File: src/rtl/memz_stream_reader_if.sv
// Bundles the start command, Z-RAM read port and result stream of memz_stream_reader.
// master: the reader itself; slave: the command source / RAM / consumer side.
interface memz_stream_reader_if #(
    parameter int unsigned DATA_WIDTH = 16,
    parameter int unsigned ADDR_WIDTH = 6
);
    logic                  start_i;
    logic [ADDR_WIDTH-1:0] base_addr_i;
    logic [ADDR_WIDTH:0]   length_i;
    logic [ADDR_WIDTH-1:0] read_addr_o;
    logic [DATA_WIDTH-1:0] read_data_i;
    logic [DATA_WIDTH-1:0] data_o;
    logic                  valid_o;
    logic                  ready_i;
    logic                  busy_o;
    logic                  done_o;
    logic [DATA_WIDTH-1:0] checksum_o;

    modport master (
        input  start_i, base_addr_i, length_i, read_data_i, ready_i,
        output read_addr_o, data_o, valid_o, busy_o, done_o, checksum_o
    );

    modport slave (
        output start_i, base_addr_i, length_i, read_data_i, ready_i,
        input  read_addr_o, data_o, valid_o, busy_o, done_o, checksum_o
    );
endinterface

File: src/rtl/memz_stream_reader.sv
// Walks an address window of the Z RAM and streams the words out over valid/ready.
// Optional running checksum of transferred words: define MEMZ_STREAM_READER_CHECKSUM_EN.
module memz_stream_reader #(
    parameter int unsigned DATA_WIDTH = 16,
    parameter int unsigned ADDR_WIDTH = 6
) (
    input logic                  clk,
    input logic                  rst,
    memz_stream_reader_if.master bus
);

    typedef enum logic [1:0] {StIdle, StRun, StFlush, StDone} state_e;

    state_e                state_q;
    logic [ADDR_WIDTH-1:0] base_q;
    logic [ADDR_WIDTH:0]   length_q;
    logic [ADDR_WIDTH:0]   issued_q;
    logic [ADDR_WIDTH-1:0] addr_hold_q;
    logic                  inflight_q;
    logic [DATA_WIDTH-1:0] fifo_q [2];
    logic                  wr_ptr_q;
    logic                  rd_ptr_q;
    logic [1:0]            count_q;
    logic                  busy_q;
    logic                  done_q;

    logic [1:0]            occ;
    logic [1:0]            remaining;
    logic                  issue;
    logic [ADDR_WIDTH-1:0] issue_addr;
    logic [ADDR_WIDTH:0]   issued_nxt;
    logic                  xfer;
    logic                  push;
    logic                  pop;

    always_comb begin
        occ        = count_q + {1'b0, inflight_q};
        issue      = (state_q == StRun) && (issued_q < length_q) && (occ < 2'd2);
        issue_addr = base_q + issued_q[ADDR_WIDTH-1:0];
        issued_nxt = issued_q + 1'b1;
        xfer       = bus.valid_o & bus.ready_i;
        remaining  = occ - {1'b0, xfer};
        // The in-flight word is the FIFO head when the FIFO is empty, so it can
        // leave on its arrival cycle; it is only captured if it does not.
        push       = inflight_q && !((count_q == 2'd0) && xfer);
        pop        = xfer && (count_q != 2'd0);
    end

    assign bus.read_addr_o = issue ? issue_addr : addr_hold_q;
    assign bus.valid_o     = (count_q != 2'd0) || inflight_q;
    assign bus.data_o      = (count_q != 2'd0) ? fifo_q[rd_ptr_q] :
                             (inflight_q ? bus.read_data_i : '0);
    assign bus.busy_o      = busy_q;
    assign bus.done_o      = done_q;

    always_ff @(posedge clk or posedge rst) begin
        if (rst) begin
            state_q     <= StIdle;
            base_q      <= '0;
            length_q    <= '0;
            issued_q    <= '0;
            addr_hold_q <= '0;
            inflight_q  <= 1'b0;
            fifo_q[0]   <= '0;
            fifo_q[1]   <= '0;
            wr_ptr_q    <= 1'b0;
            rd_ptr_q    <= 1'b0;
            count_q     <= 2'd0;
            busy_q      <= 1'b0;
            done_q      <= 1'b0;
        end else begin
            inflight_q <= issue;
            done_q     <= 1'b0;
            if (issue) begin
                addr_hold_q <= issue_addr;
                issued_q    <= issued_nxt;
            end
            if (push) begin
                fifo_q[wr_ptr_q] <= bus.read_data_i;
                wr_ptr_q         <= ~wr_ptr_q;
            end
            if (pop) begin
                rd_ptr_q <= ~rd_ptr_q;
            end
            unique case ({push, pop})
                2'b10:   count_q <= count_q + 2'd1;
                2'b01:   count_q <= count_q - 2'd1;
                default: count_q <= count_q;
            endcase

            unique case (state_q)
                StIdle: begin
                    if (bus.start_i) begin
                        base_q   <= bus.base_addr_i;
                        length_q <= bus.length_i;
                        issued_q <= '0;
                        busy_q   <= 1'b1;
                        if (bus.length_i == '0) begin
                            state_q <= StDone;
                            done_q  <= 1'b1;
                        end else begin
                            state_q <= StRun;
                        end
                    end
                end
                StRun: begin
                    if (issue && (issued_nxt == length_q)) begin
                        state_q <= StFlush;
                    end
                end
                StFlush: begin
                    if (remaining == 2'd0) begin
                        state_q <= StDone;
                        done_q  <= 1'b1;
                    end
                end
                StDone: begin
                    state_q <= StIdle;
                    busy_q  <= 1'b0;
                end
                default: state_q <= StIdle;
            endcase
        end
    end

`ifdef MEMZ_STREAM_READER_CHECKSUM_EN
    logic [DATA_WIDTH-1:0] sum_q;

    always_ff @(posedge clk or posedge rst) begin
        if (rst) begin
            sum_q <= '0;
        end else if ((state_q == StIdle) && bus.start_i) begin
            sum_q <= '0;
        end else if (xfer) begin
            sum_q <= sum_q + bus.data_o;
        end
    end

    assign bus.checksum_o = sum_q;
`else
    assign bus.checksum_o = '0;
`endif

endmodule

File: src/flat_wrapper.sv
// flat-port wrapper written by rule: the top's interface ports become plain ports
module memz_stream_reader_flat 
#(
    parameter int unsigned DATA_WIDTH = 16,
    parameter int unsigned ADDR_WIDTH = 6
)
  (clk, rst, bus_start_i, bus_base_addr_i, bus_length_i, bus_read_data_i, bus_ready_i, bus_read_addr_o, bus_data_o, bus_valid_o, bus_busy_o, bus_done_o, bus_checksum_o);
  memz_stream_reader_if #(.DATA_WIDTH(DATA_WIDTH), .ADDR_WIDTH(ADDR_WIDTH)) bus_i ();
  input logic clk;
  input logic rst;
  input wire logic [$bits(bus_i.start_i)-1:0] bus_start_i;
  input wire logic [$bits(bus_i.base_addr_i)-1:0] bus_base_addr_i;
  input wire logic [$bits(bus_i.length_i)-1:0] bus_length_i;
  input wire logic [$bits(bus_i.read_data_i)-1:0] bus_read_data_i;
  input wire logic [$bits(bus_i.ready_i)-1:0] bus_ready_i;
  output wire logic [$bits(bus_i.read_addr_o)-1:0] bus_read_addr_o;
  output wire logic [$bits(bus_i.data_o)-1:0] bus_data_o;
  output wire logic [$bits(bus_i.valid_o)-1:0] bus_valid_o;
  output wire logic [$bits(bus_i.busy_o)-1:0] bus_busy_o;
  output wire logic [$bits(bus_i.done_o)-1:0] bus_done_o;
  output wire logic [$bits(bus_i.checksum_o)-1:0] bus_checksum_o;
  assign bus_i.start_i = bus_start_i;
  assign bus_i.base_addr_i = bus_base_addr_i;
  assign bus_i.length_i = bus_length_i;
  assign bus_i.read_data_i = bus_read_data_i;
  assign bus_i.ready_i = bus_ready_i;
  assign bus_read_addr_o = bus_i.read_addr_o;
  assign bus_data_o = bus_i.data_o;
  assign bus_valid_o = bus_i.valid_o;
  assign bus_busy_o = bus_i.busy_o;
  assign bus_done_o = bus_i.done_o;
  assign bus_checksum_o = bus_i.checksum_o;
  memz_stream_reader #(.DATA_WIDTH(DATA_WIDTH), .ADDR_WIDTH(ADDR_WIDTH)) u_core (.clk(clk), .rst(rst), .bus(bus_i));
endmodule
File: config.mk
export PLATFORM = sky130hd
export DESIGN_NAME = memz_stream_reader_flat
export DESIGN_NICKNAME = d
export VERILOG_FILES = /design/src/rtl/memz_stream_reader_if.sv /design/src/rtl/memz_stream_reader.sv /design/src/flat_wrapper.sv
export SDC_FILE = /design/constraint.sdc
export NUM_CORES = 1
export LEC_CHECK = 0
export CAP_MARGIN = 40
export CORE_MARGIN = 2
export CORE_UTILIZATION = 55
export CTS_CLUSTER_DIAMETER = 200
export DETAILED_ROUTE_END_ITERATION = 10
export GPL_TIMING_DRIVEN = 0
export PLACE_DENSITY = 0.87
export SLEW_MARGIN = 25
export SYNTH_ARGS = -nofsm -noshare
export SYNTH_HDL_FRONTEND = slang
export SYNTH_SLANG_ARGS = --single-unit
File: constraint.sdc
create_clock -name clk -period 6.4 [get_ports clk]
set_clock_uncertainty 0.2 [all_clocks]
set_input_delay 0.96 -clock clk [delete_from_list [all_inputs] [get_ports clk]]
set_output_delay 0.96 -clock clk [all_outputs]
set_load 0.05 [all_outputs]
; ---- Word level (Yosys, flattened, before mapping)
; Index checks and enable logic that the tools add are counted.
; W data, S select, Z words.
[word_totals]
register_bits = 67
input_bits = 33
output_inout_bits = 41
elab_cells = 81
[op_classes]
addsub = 6
magnitude_cmp = 5
n_eq_ne = 9
mux = 24
bitwise = 5
reduce_logical = 19
[op_table]
columns = operator, n
row1 = $mux W16, 6
row2 = $bwmux W32, 1
row3 = $mux W7, 3
row4 = $demux W16 S1, 1
row5 = $mux W2, 4
row6 = $pmux W2 S4, 1
row7 = $add A7 B1 Y7 const B, 1
row8 = $eq A7 B7 Y1, 1
row9 = $logic_and A1 B1 Y1, 7
row10 = $logic_not A7 Y1, 1
row11 = $lt A7 B7 Y1, 1
row12 = $add A6 B6 Y6, 1
row13 = $eq A2 B2 Y1 const B, 3
row14 = $logic_not A2 Y1, 3
row15 = $mux W6, 1
row16 = $reduce_bool A2 Y1, 3
row17 = $eq A2 B1 Y1 const B, 2
row18 = $ge A2 B2 Y1 const B, 2
row19 = $mux W1, 4
row20 = $ne A2 B2 Y1 const B, 2
row21 = $not A1 Y2, 2
row22 = $pmux W1 S2, 2
row23 = $pmux W2 S2, 1
row24 = $reduce_and A2 Y1, 2
row25 = other kinds (12), 13

; ---- Logic depth before layout (Yosys ltp)
[logic_depth]
depth_word = 8
ltp_mapped = 9
ltp_nobuf = 8

; ---- Worst setup path before layout
; OpenSTA, ideal clock, no wires.
[synth_path]
kind = flip-flop to output port
start = reg u_core.issued_q[4]
end = out bus_read_addr_o[1]
arrival_ps = 2384
t_required_ps = 5240
slack_ps = 2856
path_stages_with_launch = 5
path_cell_list = dfrtp_1 ha_1 a21oi_1 o2111ai_1 o31ai_1
[synth_between]
elab_chain_cells = 4
[synth_lines]
columns = item, line
row1 = from (decl), memz_stream_reader.sv:17  ; logic [ADDR_WIDTH:0] issued_q;
row2 = from (signal assigned), memz_stream_reader.sv:76  ; issued_q <= issued_nxt;
row3 = $lt A7 B7 Y1, memz_stream_reader.sv:38  ; issue = (state_q == StRun) && (issued_q < length_q) && (occ < 2'd2);
row4 = $logic_and A1 B1 Y1 (2 in a row), memz_stream_reader.sv:38
row5 = $mux W6, memz_stream_reader.sv:49  ; assign bus.read_addr_o = issue ? issue_addr : addr_hold_q;
row6 = to (decl), flat_wrapper.sv:16  ; output wire logic [$bits(bus_i.read_addr_o)-1:0] bus_read_addr_o;
; No other way between the ends.

; ---- Worst setup path in the final report
[layout_path]
start = reg u_core.issued_q[4]
end = out bus_read_addr_o[5]
[layout_between]
elab_chain_cells = 4
elab_cells_between_ends = 5
[layout_lines]
columns = item, line
row1 = $lt A7 B7 Y1, memz_stream_reader.sv:38
row2 = $logic_and A1 B1 Y1 (2 in a row), memz_stream_reader.sv:38
row3 = net u_core.issue, memz_stream_reader.sv:29  ; logic issue;
row4 = $mux W6, memz_stream_reader.sv:49
; The timed path passes the listed nets, and every way through them passes these cells.

==> results.txt <==
number of top-level pins: 74
share of synthesized registers carrying an async set or reset: 100.0%
worst r2r src: u_core.issued_q[4]
count of unique library cells instantiated by Yosys: 42
Crit Path Max Fanout: 10
status: finished clean
ratio of cells with drive above 1 in the final layout: 19.58%
first-pass GRT wire length: 12980 um
Max Slew Vio Count: 0
fin worst setup slack: 1.929 ns
1st-iter DRT viols: 127
Hold Startpoint: u_core.addr_hold_q[2]
crit-path max cell delay: 0.85 ns
RR Endpoint: u_core.state_q[1]
critical path capture point type: output pin
Yosys reg bits: 67
Worst Hold Margin: 0.3006 ns
gr usage total: 22.70%
remaining antenna violation count: 0
worst min-delay path class: register to register
ys flop type: dfrtp_1
initial antenna violation count: 0
# Post-CTS Setup Buffers: 0
Synth area leader: dfrtp_1
Yosys top cell area share: 45.32%
clk_lat worst skew: 0.34 ns
Area contributors post-synth: dfrtp_1 (45%), mux2_2 (12%), ha_1 (6.4%)
CTS tree: built
Clock Sinks: 67
placed insts: 490
CP top delay family: buffers and inverters
pwr dens: 239.3 nW/um2
Finished Layout Cells: 506
RSZ-0062 raised after global routing: false
Avg WL per Cell: 15.55 um
GPL Wtd Cong: 0.8849
Core Region: 6422 um2
CP Cell Sequence: ha_1 > a21oi_1 > o2111ai_1 > nor2_1 > buf_2 > nor2_1 > a21oi_1 > clkdlybuf4s50_1
worst slew pin tran: 0.6149 ns
Period Utilization, post-route: 69.85%
Initial Util: 57.61%
syn avg cell area: 10.88 um2
vias: 2757
Yosys warnings: 0
Total Die Area: 7399 um2
Max-Cap Viols: 0
hold depth: 1
R2R setup slack: 3.77 ns
hpwl dp: 5564 um
largest net degree at the start of global routing: 39
Peak VDD IR: 215.9 uV
FF-to-FF path depth: 7
hold buffers post-CTS: 0
P&R area growth vs syn: 27.12%
port bufs: 57
Die Wd: 86.02 um
vias in the first global route: 2758
Post-CTS Resized: 0
post-synthesis sequential area ratio: 45.32%
Critical Path AT: 3.31 ns
fin nets: 477
CP Data Required Time: 5.24 ns
Std-Cell Rows: 29
Worst setup SP type: register
root cell of the clock tree: clkbuf_8
DR pass1 iterations: 4
CP max-delay cell: clkdlybuf4s50_1
Post-Syn Instances: 340
clk slew on worst S/H paths: 0.08 ns
WP buf/inv: 2
global route overflow: 0
die span in y: 86.02 um
Diodes inserted: 0
setup tns final: 0 ns
EDFF count, synth: 0
final wirelength: 7869 um
Longest Clk Path Bufs: 2
clock buffer count from CTS: 9
Max Fclk: 0.2237 GHz
relative slew slack: 58.86%
Hold Path End: u_core.addr_hold_q[2]
Post-Syn Area: 3700 um2
final setup fails: 0
leak pwr: 2.236 nW
Levels on crit path: 8
DR vias/cell: 5.449
Final min period: 4.471 ns
Place WS: 2.376 ns
DR DRC count: 0
H-tree Lvls: 3
Hold Vio Cnt, Final: 0
classification of the worst setup path: register to output pin
[state kept, by name, summed over array words and instances, names as in the netlist]
signal / flops
u_core.wr_ptr_q: 1
u_core.bus.done_o: 1
u_core.addr_hold_q: 6
u_core.length_q: 7
u_core.base_q: 6
u_core.issued_q: 7
u_core.state_q: 2
u_core.fifo_q: 32
u_core.rd_ptr_q: 1
u_core.bus.busy_o: 1
u_core.inflight_q: 1
u_core.count_q: 2
[cell families (layout without fill, tap and decap cells)]
family,count (synthesis),count (layout),synth area share (%)
AO/OA/AOI/OAI,49,49,8.015
buffers and inverters,47,121,6.527
AND/OR/NAND/NOR,71,71,9.503
flip-flops,67,67,45.32
XOR/XNOR,25,25,5.918
adder cells (fa/ha/maj),20,20,6.967
other,1,16,0.1014
multiplexers,60,60,17.65
[stage by stage]
| stage | total power [mW] | cell area, um2 | util, % |
|---|---|---|---|
| after floorplan | 0.6160 | 3756 | - |
| after CTS | 1.130 | 4703 | 73.23 |
| after global placement | 0.6798 | 4423 | 68.87 |
| after detailed placement | 0.6836 | 4446 | 69.22 |
| after global routing | 1.168 | 4703 | 73.23 |
| final | 1.126 | 4703 | 73.23 |
[worst register-to-register path: cells and delay by family, from the launching register on]
| kind | cells | cell delay [ns] |
|---|---|---|
| flip-flops | 1 | 0.49 |
| AND/OR/NAND/NOR | 1 | 0.25 |
| adder cells (fa/ha/maj) | 1 | 0.37 |
| multiplexers | 1 | 0.23 |
| AO/OA/AOI/OAI | 4 | 1.01 |
[routing by layer]
| metal | routed length [um] | track usage, % |
|---|---|---|
| met5 | 0 | 0 |
| met3 | 320 | 3.850 |
| met4 | 250 | 11.83 |
| met2 | 3810 | 36.86 |
| met1 | 3487 | 29.19 |
[where the power goes]
| group | switching, mW | internal [mW] | leakage [nW] |
|---|---|---|---|
| Sequential | 0.0132 | 0.433 | 0.851 |
| Combinational | 0.145 | 0.0868 | 1.26 |
| Clock | 0.166 | 0.282 | 0.126 |
[layout make-up]
cell class | count | area (um2)
clock buffers | 11 | 151.4
plain buffers | 29 | 173.9
clock inverters | 5 | 106.4
inverters | 18 | 70.07
multi-input cells | 241 | 1838
repair buffers | 58 | 590.6
well taps | 77 | 96.34
fillers | 458 | 1719
flip-flops and latches | 67 | 1677
[worst max path at each step]
stage,from,slack [ns],end
2_1_floorplan,u_core.issued_q[4],2.86,bus_read_addr_o[1]
3_3_place_gp,u_core.issued_q[4],2.41,bus_read_addr_o[5]
3_5_place_dp,u_core.issued_q[4],2.38,bus_read_addr_o[4]
4_1_cts,u_core.issued_q[4],1.93,bus_read_addr_o[5]
5_1_grt,u_core.issued_q[4],1.80,bus_read_addr_o[5]
6_report,u_core.issued_q[4],1.93,bus_read_addr_o[5]
[synthesized netlist by cell type, types with 2 or more instances]
library cell and instances:
ha_1 19, clkbuf_1 9, buf_4 16, nor4_1 2, nor2b_1 3, inv_1 18
o2111ai_1 2, dfrtp_1 67, and2_1 2, nand4_1 2, o21ai_0 27, nand2_1 14
mux2_2 41, and3_1 2, a21oi_1 8, nor2_1 17, xnor2_1 19, nand3_1 19
mux2i_1 18, xor2_1 6, buf_2 4, nor3_1 3, nor4b_1 2, a21o_1 2
[cell usage in the layout (no fill, tap or decap), drive strengths merged, types with 8 or more instances in the layout]
| master | instances |
|---|---|
| buf | 21 |
| o21ai | 28 |
| ha | 19 |
| a21oi | 8 |
| nor2 | 17 |
| clkbuf | 20 |
| clkdlybuf4s50 | 57 |
| xnor2 | 19 |
| nand2 | 15 |
| mux2i | 18 |
| dfrtp | 67 |
| conb | 16 |
| nand3 | 19 |
| mux2 | 42 |
| inv | 19 |
Note: power is estimated with default switching activity, not from simulation.
